--- src/rtl/mul_div_unit_pkg.sv ---
// Shared HI/LO unit definitions: op encodings, funct decode and FSM state type.
package mul_div_unit_pkg;

  typedef enum logic [1:0] {
    MD_MULT  = 2'd0,
    MD_MULTU = 2'd1,
    MD_DIV   = 2'd2,
    MD_DIVU  = 2'd3
  } op_t;

  typedef enum logic [1:0] {
    ST_IDLE = 2'd0,
    ST_RUN  = 2'd1,
    ST_FIX  = 2'd2
  } md_state_t;

  localparam logic [5:0] FUNCT_MFHI  = 6'h10;
  localparam logic [5:0] FUNCT_MTHI  = 6'h11;
  localparam logic [5:0] FUNCT_MFLO  = 6'h12;
  localparam logic [5:0] FUNCT_MTLO  = 6'h13;
  localparam logic [5:0] FUNCT_MULT  = 6'h18;
  localparam logic [5:0] FUNCT_MULTU = 6'h19;
  localparam logic [5:0] FUNCT_DIV   = 6'h1A;
  localparam logic [5:0] FUNCT_DIVU  = 6'h1B;

  function automatic logic is_muldiv_funct(logic [5:0] funct);
    return funct inside {FUNCT_MULT, FUNCT_MULTU, FUNCT_DIV, FUNCT_DIVU};
  endfunction

  // MULT..DIVU funct codes are contiguous, so the low two bits are the op.
  function automatic op_t funct_to_op(logic [5:0] funct);
    return op_t'(funct[1:0]);
  endfunction

  function automatic logic op_is_div(op_t o);
    return o inside {MD_DIV, MD_DIVU};
  endfunction

  function automatic logic op_is_signed(op_t o);
    return o inside {MD_MULT, MD_DIV};
  endfunction

endpackage

--- src/rtl/mul_div_unit_step.sv ---
// One iteration of the magnitude datapath: right-shifting shift-add multiply
// or left-shifting restoring divide.
module mul_div_step #(
  parameter int unsigned WIDTH = 32
) (
  input  logic [WIDTH:0]   acc,
  input  logic [WIDTH-1:0] shifter,
  input  logic [WIDTH-1:0] operand,
  input  logic             isDiv,
  output logic [WIDTH:0]   nextAcc,
  output logic [WIDTH-1:0] nextShifter
);

  logic [WIDTH:0] sum;
  logic [WIDTH:0] shifted;
  logic [WIDTH:0] diff;

  always_comb begin
    sum     = shifter[0] ? (acc + {1'b0, operand}) : acc;
    shifted = {acc[WIDTH-1:0], shifter[WIDTH-1]};
    // remainder < divisor keeps shifted-operand within +/-2^WIDTH, so bit WIDTH is the borrow
    diff    = shifted - {1'b0, operand};
    if (isDiv) begin
      nextAcc     = diff[WIDTH] ? shifted : diff;
      nextShifter = {shifter[WIDTH-2:0], ~diff[WIDTH]};
    end else begin
      nextAcc     = {1'b0, sum[WIDTH:1]};
      nextShifter = {sum[0], shifter[WIDTH-1:1]};
    end
  end

endmodule

--- src/rtl/mul_div_unit.sv ---
// Iterative HI/LO multiply/divide engine; owns HI/LO and handles MTHI/MTLO.
module mul_div_unit #(
  parameter int unsigned WIDTH = 32
) (
  input  logic             clk,
  input  logic             resetN,
  input  logic             start,
  input  logic [1:0]       op,
  input  logic [WIDTH-1:0] opA,
  input  logic [WIDTH-1:0] opB,
  input  logic             wrHi,
  input  logic             wrLo,
  input  logic [WIDTH-1:0] wrData,
  output logic             busy,
  output logic             done,
  output logic             divByZero,
  output logic [WIDTH-1:0] hi,
  output logic [WIDTH-1:0] lo
);
  import mul_div_unit_pkg::*;

  localparam int unsigned CW = (WIDTH > 1) ? $clog2(WIDTH) : 1;

  md_state_t state, nextState;
  op_t       opReg;
  logic      signA, signB;
  logic [WIDTH-1:0]   aRaw, operand, shifter, nextShifter;
  logic [WIDTH:0]     acc, nextAcc;
  logic [CW-1:0]      count;
  logic               lastStep, startSigned, sA, sB, negRes, isDiv;
  logic [WIDTH-1:0]   magA, magB, quot, rem, hiRes, loRes;
  logic [2*WIDTH-1:0] product;

  assign isDiv       = op_is_div(opReg);
  assign lastStep    = (count == CW'(WIDTH - 1));
  assign startSigned = op_is_signed(op_t'(op));
  assign sA          = startSigned & opA[WIDTH-1];
  assign sB          = startSigned & opB[WIDTH-1];
  assign magA        = sA ? -opA : opA;
  assign magB        = sB ? -opB : opB;

  mul_div_step #(.WIDTH(WIDTH)) u_step (
    .acc         (acc),
    .shifter     (shifter),
    .operand     (operand),
    .isDiv       (isDiv),
    .nextAcc     (nextAcc),
    .nextShifter (nextShifter)
  );

  always_ff @(posedge clk) begin
    if (!resetN) state <= ST_IDLE;
    else         state <= nextState;
  end

  always_comb begin
    nextState = state;
    unique case (state)
      ST_IDLE: if (start)    nextState = ST_RUN;
      ST_RUN:  if (lastStep) nextState = ST_FIX;
      ST_FIX:                nextState = ST_IDLE;
      default:               nextState = ST_IDLE;
    endcase
  end

  always_comb begin
    busy = (state != ST_IDLE);
  end

  // Sign correction applied to the magnitude result in FIX
  always_comb begin
    negRes  = signA ^ signB;
    product = {acc[WIDTH-1:0], shifter};
    quot    = shifter;
    rem     = acc[WIDTH-1:0];
    hiRes   = '0;
    loRes   = '0;
    if (!isDiv) begin
      if (negRes) product = -product;
      hiRes = product[2*WIDTH-1:WIDTH];
      loRes = product[WIDTH-1:0];
    end else if (operand == '0) begin
      hiRes = aRaw;
      loRes = '1;
    end else begin
      hiRes = signA  ? -rem  : rem;
      loRes = negRes ? -quot : quot;
    end
  end

  always_ff @(posedge clk) begin
    if (!resetN) begin
      opReg     <= MD_MULT;
      signA     <= 1'b0;
      signB     <= 1'b0;
      aRaw      <= '0;
      operand   <= '0;
      shifter   <= '0;
      acc       <= '0;
      count     <= '0;
      hi        <= '0;
      lo        <= '0;
      done      <= 1'b0;
      divByZero <= 1'b0;
    end else begin
      done      <= 1'b0;
      divByZero <= 1'b0;
      unique case (state)
        ST_IDLE: begin
          if (wrHi) hi <= wrData;
          if (wrLo) lo <= wrData;
          if (start) begin
            opReg   <= op_t'(op);
            signA   <= sA;
            signB   <= sB;
            aRaw    <= opA;
            shifter <= magA;
            operand <= magB;
            acc     <= '0;
            count   <= '0;
          end
        end
        ST_RUN: begin
          acc     <= nextAcc;
          shifter <= nextShifter;
          count   <= count + CW'(1);
        end
        ST_FIX: begin
          hi        <= hiRes;
          lo        <= loRes;
          done      <= 1'b1;
          divByZero <= isDiv && (operand == '0);
        end
        default: ;
      endcase
    end
  end

endmodule

--- config.mk ---
export PLATFORM = sky130hd
export DESIGN_NAME = mul_div_unit
export DESIGN_NICKNAME = d
export VERILOG_FILES = /design/src/rtl/mul_div_unit_pkg.sv /design/src/rtl/mul_div_unit_step.sv /design/src/rtl/mul_div_unit.sv
export SDC_FILE = /design/constraint.sdc
export NUM_CORES = 1
export LEC_CHECK = 0
export ABC_AREA = 1
export BUFFER_PORTS_ARGS = -buffer_cell sky130_fd_sc_hd__buf_2
export CORE_MARGIN = 3
export CORE_UTILIZATION = 35
export CTS_BUF_LIST = sky130_fd_sc_hd__clkbuf_8
export DETAILED_ROUTE_END_ITERATION = 10
export PLACE_DENSITY = 0.53
export SETUP_SLACK_MARGIN = 0.02
export SLEW_MARGIN = 15
export SYNTH_ARGS = -nofsm -noshare
export SYNTH_HDL_FRONTEND = slang
export SYNTH_SLANG_ARGS = --single-unit
--- constraint.sdc ---
create_clock -name clk -period 3.7 [get_ports clk]
set_clock_uncertainty 0.05 [all_clocks]
set_input_delay 0.925 -clock clk [delete_from_list [all_inputs] [get_ports clk]]
set_output_delay 0.925 -clock clk [all_outputs]
set_load 0.01 [all_outputs]
# [After elaboration in Yosys (flattened, before gate mapping)]
# Index checks and enable logic that the tools add are counted.
[word_totals] ff_bits=206 in_bits=103 out_inout_bits=67 elab_cells=77
[op_classes] add_sub_neg=8 eq_ne=10 muxes=27 bitwise_logic=4 n_reduce_logical=15
[op_table] op="$mux 32" count=12
[op_table] op="$pmux 32 s2" count=3
[op_table] op="$mux 33" count=4
[op_table] op="$neg 32->32" count=4
[op_table] op="$pmux 33 s2" count=1
[op_table] op="$mux 64" count=1
[op_table] op="$neg 64->64" count=1
[op_table] op="$add 33x32->33" count=1
[op_table] op="$sub 33x32->33" count=1
[op_table] op="$logic_not 32->1" count=1
[op_table] op="$reduce_and 2->1" count=6
[op_table] op="$pmux 5 s2" count=1
[op_table] op="$reduce_bool 2->1" count=5
[op_table] op="$eq 2x2->1 const B" count=4
[op_table] op="$ne 2x2->1 const B" count=4
[op_table] op="$add 5x1->5 const B" count=1
[op_table] op="$eq 5x5->1 const B" count=1
[op_table] op="$mux 5" count=1
[op_table] op="$logic_not 2->1" count=2
[op_table] op="$mux 2" count=2
[op_table] op="$pmux 2 s2" count=1
[op_table] op="$and 1x1->1" count=2
[op_table] op="$eq 2x1->1 const B" count=1
[op_table] op="$logic_and 1x1->1" count=1
[op_table] op="other kinds (3)" count=3

# [Longest topological paths before layout]
# Gate-level depths: netlist (run 1).
[logic_depth] ltp_word=6 mapped_depth=22 ltp_nobuf=20

# [By module]
# From an unflattened synthesis (run 1), not the netlist that was laid out.
[hier_totals] hier_cells=3449 area_unflattened_um2=19347.3
[modules_own_cells] module="mul_div_unit" instances=1 cells_per_inst=2093 area_per_inst_um2=13030.0 seq_area_each_um2=4103.9
[modules_own_cells] module="mul_div_step" instances=1 cells_per_inst=1356 area_per_inst_um2=6317.3 seq_area_each_um2=0.0

# [Worst setup path after synthesis (run 1)]
# No wires, ideal clock.
[synth_path] path_type="flip-flop to flip-flop" start="register acc[0]" end="register acc[5]" setup_time_ps=70 arrival_time_ps=3162 required_time_ps=3580 slack_ps=417 stages_incl_launch_ff=22 path_buffers=3 synth_period_minus_slack_ps=3283 path_cell_list="dfxtp_1 > inv_1 > fa_1 > inv_1 > nand2_1 > nand3_1 > nand2_1 > nand2_1 > nand2_1 > nand2_1 > nand2_1 > a21oi_1 > or2_2 > ha_1 > clkbuf_1 > inv_1 > clkbuf_1 > clkbuf_1 > nand2_1 > o211ai_1 > nand3_1 > a21oi_1"
[synth_between] elab_chain_len=4 word_cells_on_any_way=6 classes_between="2 x add/sub; 4 x mux"
[synth_lines] element="start, declared" line_no="mul_div_unit.sv:28" text="logic [WIDTH:0] acc, nextAcc;"
[synth_lines] element="start signal, assigned" line_no="mul_div_unit.sv:124" text="acc <= nextAcc;"
[synth_lines] element="$add 33x32->33 / $sub 33x32->33 (equally long branches)" line_no="mul_div_unit_step.sv:19, mul_div_unit_step.sv:22"
[synth_lines] element="$mux 33, on equally long branches" line_no="mul_div_unit_step.sv:19, mul_div_unit_step.sv:24"
[synth_lines] element="$mux 33 *" line_no="mul_div_unit_step.sv:23" text="if (isDiv) begin"
[synth_lines] element="$pmux 33 s2 *" line_no="mul_div_unit.sv:108" text="unique case (state)"
# Every way passes the cells marked *; elsewhere a longest branch is shown, timed or not.
# A chain may end at the register's enable or synchronous reset.

# [Worst setup path after layout (run 1)]
[layout_path] start="register operand[4]" end="register acc[18]"
[layout_between] elab_chain_len=4 word_cells_on_any_way=6 classes_between="2 x add/sub; 4 x mux"
[layout_lines] element="start, declared" line_no="mul_div_unit.sv:27" text="logic [WIDTH-1:0] aRaw, operand, shifter, nextShifter;"
[layout_lines] element="start signal, assigned" line_no="mul_div_unit.sv:118" text="operand <= magB;"
[layout_lines] element="$add 33x32->33 / $sub 33x32->33 (equally long branches)" line_no="mul_div_unit_step.sv:19, mul_div_unit_step.sv:22"
[layout_lines] element="$mux 33, on equally long branches" line_no="mul_div_unit_step.sv:19, mul_div_unit_step.sv:24"
[layout_lines] element="$mux 33 *" line_no="mul_div_unit_step.sv:23"
[layout_lines] element="$pmux 33 s2 *" line_no="mul_div_unit.sv:108"
# Marks and branches as above.

==> qor.txt, run 1 <==
Maximum number of pins on one net before global-route repair: 155
Residual DRC: 0
Num Clock Sinks: 205
Area of the die: 57400 um^2
PwrDens: 377 nW/um^2
Post-Syn Area: 19100 um^2
Unrepaired setup endpoints after global routing: false
Gr usage total: 0.286
Share of layout cells above drive strength 1: 0.0994
Distinct cells, synth: 43
Final setup violation count: 0
Synthesized Nets: 3610
WL final: 85200 um
Crit path top cell by count: nand2_1
CP Launch Type: flop
Initial detailed-routing violation count: 2201
Worst skew pair latency: 620 ps
# resized after CTS: 0
Final min period: 3260 ps
FMAX: 307 MHz
Hold_buf cts: 0
Yosys reg bits: 205
Initial Util: 0.354
Grt total ovfl: 0
Register clock-pin slew on the reported worst setup and hold paths: 60 ps
Post-synth top area share: 0.215
Final worst path period share: 0.881
Post-synthesis sequential area ratio: 0.215
N_diodes: 0
Arrival @ worst endpoint: 3750 ps
Setup TNS: 0 ps
Maximum vdd drop: 0.207 mV
GRT Max-Usage Layer: met1
Die Y-Extent: 240 um
Buffer depth of the longest clock path: 3
Antenna violations before repair: 1
Worst-Margin Slew: 960 ps
# rows: 85
Post-synthesis instance total: 3433
Port Buffers: 169
Top_reg_cell synth: dfxtp_1
EDFF count, synth: 0
Grt met3 use: 0.0633
Status: finished clean
Die Wd: 240 um
Fillers: 6115
Max Cap Viol: 0
Synth area leaders: dfxtp_1 (21%), nand2_1 (20%), a21oi_1 (10%), inv_1 (8.9%), o21ai_0 (7.8%)
Type of the worst setup path: reg -> reg
Worst hold path class: reg -> reg
IO Pins: 170
Vias in the first global route: 20500
Commonest non-fill, non-tap cell in the layout: nand2_1
CP Max Fanout: 25
Setup crit end kind: flop
Drt pass-1 iters: 6
WP data required: 4190 ps
CTS tree: done
Slew Limit Headroom: 0.359
H-tree Lvls: 2
Core area: 53900 um^2
Final cell count without fillers: 4297
Met1 usage: 0.423
Final core utilization: 0.402
Pleak: 11.0 nW
Critical Path Max Stage Delay: 360 ps
Crit-path slowest cell: dfxtp_1
DR vias/cell: 5.32
Most frequent cells in the layout: nand2_1 (1014), inv_1 (465), a21oi_1 (381), nor2_1 (309), o21ai_0 (298)
Antenna viol nets, final: 0
Ys async rst share: 0
Wire length per cell: 19.8 um
Placed cells: 4224
GP Congestion: 1.01
Largest area contributor in the synthesized netlist: dfxtp_1
Worst Path Buf+Inv: 3
Root Buffer: clkbuf_8
Crit path max-delay family: simple AND/OR/NAND/NOR gates
Ys Warns: 0
First-pass GRT wire length: 126000 um
# Post-CTS Setup Buffers: 0
Slew Limit Fails: 0
P&R area growth vs syn: 13.4%
Hold Fails Final Rpt: 0
Final nets: 3748
DR vias: 22900
DP Wirelength: 66400 um
Mean Syn Cell Area: 5.57 um^2
TritonCTS buffer count: 41
Worst-path cell chain: inv_1, ha_1, nand2_1, inv_1, nand2_1, nand3_1, nand2_1, nand2_1, nand2_1, nand2_1, nand2_1, a21oi_1, or2_2, ha_1, buf_4, nand2_1, o21ai_0, nand3_1, a21oi_1
Met2 Resource Use GR: 0.410
kinds of logic (layout without fill, tap and decap cells):
group,count (synthesis),in the layout,synth area share
AND/OR/NAND/NOR,1711,1711,0.370
AO/OA/AOI/OAI,764,764,0.210
XOR/XNOR,69,69,0.0316
buffers and inverters,610,778,0.124
adder cells (fa/ha/maj),74,74,0.0492
flip-flops,205,205,0.215
metal layers:
metal / wire [um] / share of wire
met1: 39900 / 0.47
met2: 34500 / 0.41
met3: 8080 / 0.095
met4: 2700 / 0.032
met5: 0 / 0
power by group:
part | switching (mW) | total (mW) | internal [mW]
sequential | 0.178 | 2.57 | 2.39
clock | 1.15 | 2.38 | 1.23
combinational | 2.25 | 3.22 | 0.969
total | 3.57 | 8.17 | 4.59
registers in the layout, indices dropped and copies added (netlist names):
signal     flops
aRaw          32
acc           33
count          5
divByZero      1
done           1
hi            32
lo            32
opReg          1
operand       32
quot          32
signA          1
signB          1
state          2
cell usage after synthesis (8+ instances only):
cell,instances
o21ai_0,298
nand4_1,35
xnor2_1,20
dfxtp_1,205
nand3b_1,12
a31oi_1,16
o21ai_1,9
nor2_1,313
clkbuf_1,100
buf_1,11
nor2_2,9
nor4_1,8
nor3_1,18
inv_1,451
o221ai_1,8
xor2_1,49
nand3_1,269
o211ai_1,21
a21oi_1,381
buf_2,33
ha_1,72
nand2_1,1015
cell type report:
class                      instances  area, um^2  share of cell area
tap                              696         871              0.0402
inverter                         459        1730              0.0797
timing repair buffer             246        1490              0.0687
multi-input combinational       2618       12700               0.585
sequential                       205        4110               0.189
clock buffer                      50         688              0.0318
clock inverter                    23         119             0.00549
worst paths after layout:
kind               from        to  slack, ps  cells after the start
max reg2reg  operand[4]   acc[18]        440                     19
min            count[3]  count[3]        410                      2
min reg2reg    count[3]  count[3]        410                      2
max          operand[4]   acc[18]        440                     19
stage by stage:
stage / area (um^2) / hold WS [ps] / total power, mW / setup slack, ps
4_1_cts: 21700 / 419 / 8.13 / 475
6_report: 21700 / 412 / 8.17 / 441
3_3_place_gp: 20900 / 404 / 5.76 / 537
5_1_grt: 21700 / 436 / 8.67 / 91.5
3_5_place_dp: 20900 / 411 / 5.74 / 495
2_1_floorplan: 19100 / 380 / 4.62 / 417
worst register-to-register path: stages, from the launching register on:
cell     delay, ps
dfxtp_1        360
inv_1           80
ha_1           350
nand2_1        140
inv_1           50
nand2_1         90
nand3_1        140
nand2_1        100
nand2_1        130
nand2_1        120
nand2_1         60
nand2_1         80
a21oi_1         60
or2_2          290
ha_1           300
buf_4          340
nand2_1         90
o21ai_0        150
nand3_1         90
a21oi_1        130
No activity file was read; power rests on OpenSTA's default activity.
==> run 2: changes to the inputs <==
Settings changed: CORE_MARGIN 3 to unset.
==> run 2 against run 1 <==
  * Critical path depth is 2 higher
  * Die area is 3.3% lower
  * Clock power is 5% higher
  * Sequential share of layout area hardly changed
  * Worst setup slack worse by 43 ps
  * Combinational power hardly changed
  * Global-route usage is 1.0 points higher
  * Critical endpoint is now acc[4]
  * Largest cell class unchanged
  * Largest power group unchanged
  * Highest routed layer is now met5
==> qor.txt, run 2 (synthesized netlist as in run 1, its figures left out) <==
Grt total ovfl: 0
Wire length per cell: 19.6 um
Maximum number of pins on one net before global-route repair: 155
Slew Limit Fails: 0
Clock power frac: 0.302
Buffer depth of the longest clock path: 3
Psw: 3.51 mW
Pleak: 11.0 nW
Hold_buf cts: 0
Number of flip-flops in the largest register: 33
CTS tree: done
FMAX: 303 MHz
Share of layout cells above drive strength 1: 0.0995
Vias in the first global route: 20900
Arrival @ worst endpoint: 3730 ps
Type of the worst setup path: reg -> reg
CP Launch Type: flop
Core area: 53900 um^2
Drt pass-1 iters: 6
P&R area growth vs syn: 13.5%
Unrepaired setup endpoints after global routing: false
Die Y-Extent: 236 um
Most frequent cells in the layout: nand2_1 (1014), inv_1 (462), a21oi_1 (381), nor2_1 (309), o21ai_0 (298)
Setup crit end kind: flop
Logic gate share of total power: 0.386
Residual DRC: 0
DR vias: 22900
Antenna viol nets, final: 0
Setup TNS: 0 ps
# Post-CTS Setup Buffers: 0
Initial detailed-routing violation count: 2486
Cell-internal power: 4.74 mW
Initial Util: 0.354
Worst skew pair latency: 630 ps
DR vias/cell: 5.34
WL final: 84100 um
Final setup violation count: 0
Max Cap Viol: 0
TritonCTS buffer count: 40
Status: finished clean
Antenna violations before repair: 3
Area of the die: 55500 um^2
Num Clock Sinks: 205
Gr usage total: 0.297
Worst hold path class: reg -> reg
Top reg by flops: acc
Commonest non-fill, non-tap cell in the layout: nand2_1
IO Pins: 170
Port Buffers: 169
Hold Fails Final Rpt: 0
PwrDens: 381 nW/um^2
Maximum vdd drop: 0.197 mV
Placed inst area: 20800 um^2
WP data required: 4130 ps
H-tree Lvls: 2
Sw Share: 0.425
# resized after CTS: 0
Root Buffer: clkbuf_8
Register clock-pin slew on the reported worst setup and hold paths: 60 ps
Slew Limit Headroom: 0.325
GP Congestion: 1.00
Total power: 8.25 mW
Final nets: 3748
Die Wd: 236 um
Worst-Margin Slew: 1010 ps
First-pass GRT wire length: 127000 um
Final min period: 3300 ps
Final core utilization: 0.402
# rows: 85
Final Instance Area: 21700 um^2
Seq pwr share: 0.311
DP Wirelength: 66100 um
CP Max Fanout: 30
Final worst path period share: 0.893
## run 2: final cells by class
class | instances | area [um^2]
tap | 696 | 871
sequential | 205 | 4110
fill | 6013 | 32200
multi-input combinational | 2618 | 12700
antenna | 1 | 2.50
clock inverter | 18 | 145
timing repair buffer | 247 | 1460
clock buffer | 51 | 702
inverter | 459 | 1730
## run 2: per-layer routing
metal,global-route usage,part of all wire,vias up
met5,0,0.00015,-
met4,0.0774,0.024,2
met3,0.0422,0.089,135
met2,0.436,0.41,1022
met1,0.446,0.48,10400
li1,-,-,11400
## run 2: worst max-delay path, stage by stage, from the launching register on
cell and delay, ps:
dfxtp_1 370, inv_1 70, ha_1 210, fa_1 410, inv_1 110, nand2_1 60
nand3_1 110, nand2_1 80, nand2_1 160, nand2_1 100, nand2_1 80, nand2_1 70
a21oi_1 140, or2_2 140, ha_1 230, inv_1 120, buf_12 200, a21oi_1 50
o21ai_0 70, o211ai_1 110, nand3_1 110, a21oi_1 60
## run 2: per-stage QoR
step,setup slack [ps],hold slack (ps),std cells
final,398,414,4295
after floorplan,417,380,3433
after global routing,103,430,4294
after CTS,431,416,4294
after global placement,564,403,4225
after detailed placement,482,408,4225
## run 2: power groups by stage
| stage | Combinational, mW | Clock, mW | Sequential (mW) |
|---|---|---|---|
| 2_1_floorplan | 2.04 | 0 | 2.58 |
| 3_5_place_dp | 3.10 | 0 | 2.60 |
| 6_report | 3.19 | 2.49 | 2.57 |
| 3_3_place_gp | 3.12 | 0 | 2.60 |
| 5_1_grt | 3.53 | 2.63 | 2.58 |
| 4_1_cts | 3.12 | 2.54 | 2.56 |
## run 2: final timing paths
path | start | cells past startpoint | end | slack (ps)
max reg2reg | quot[31] | 21 | acc[4] | 400
min | count[3] | 2 | count[3] | 410
max | quot[31] | 21 | acc[4] | 400
min reg2reg | count[3] | 2 | count[3] | 410
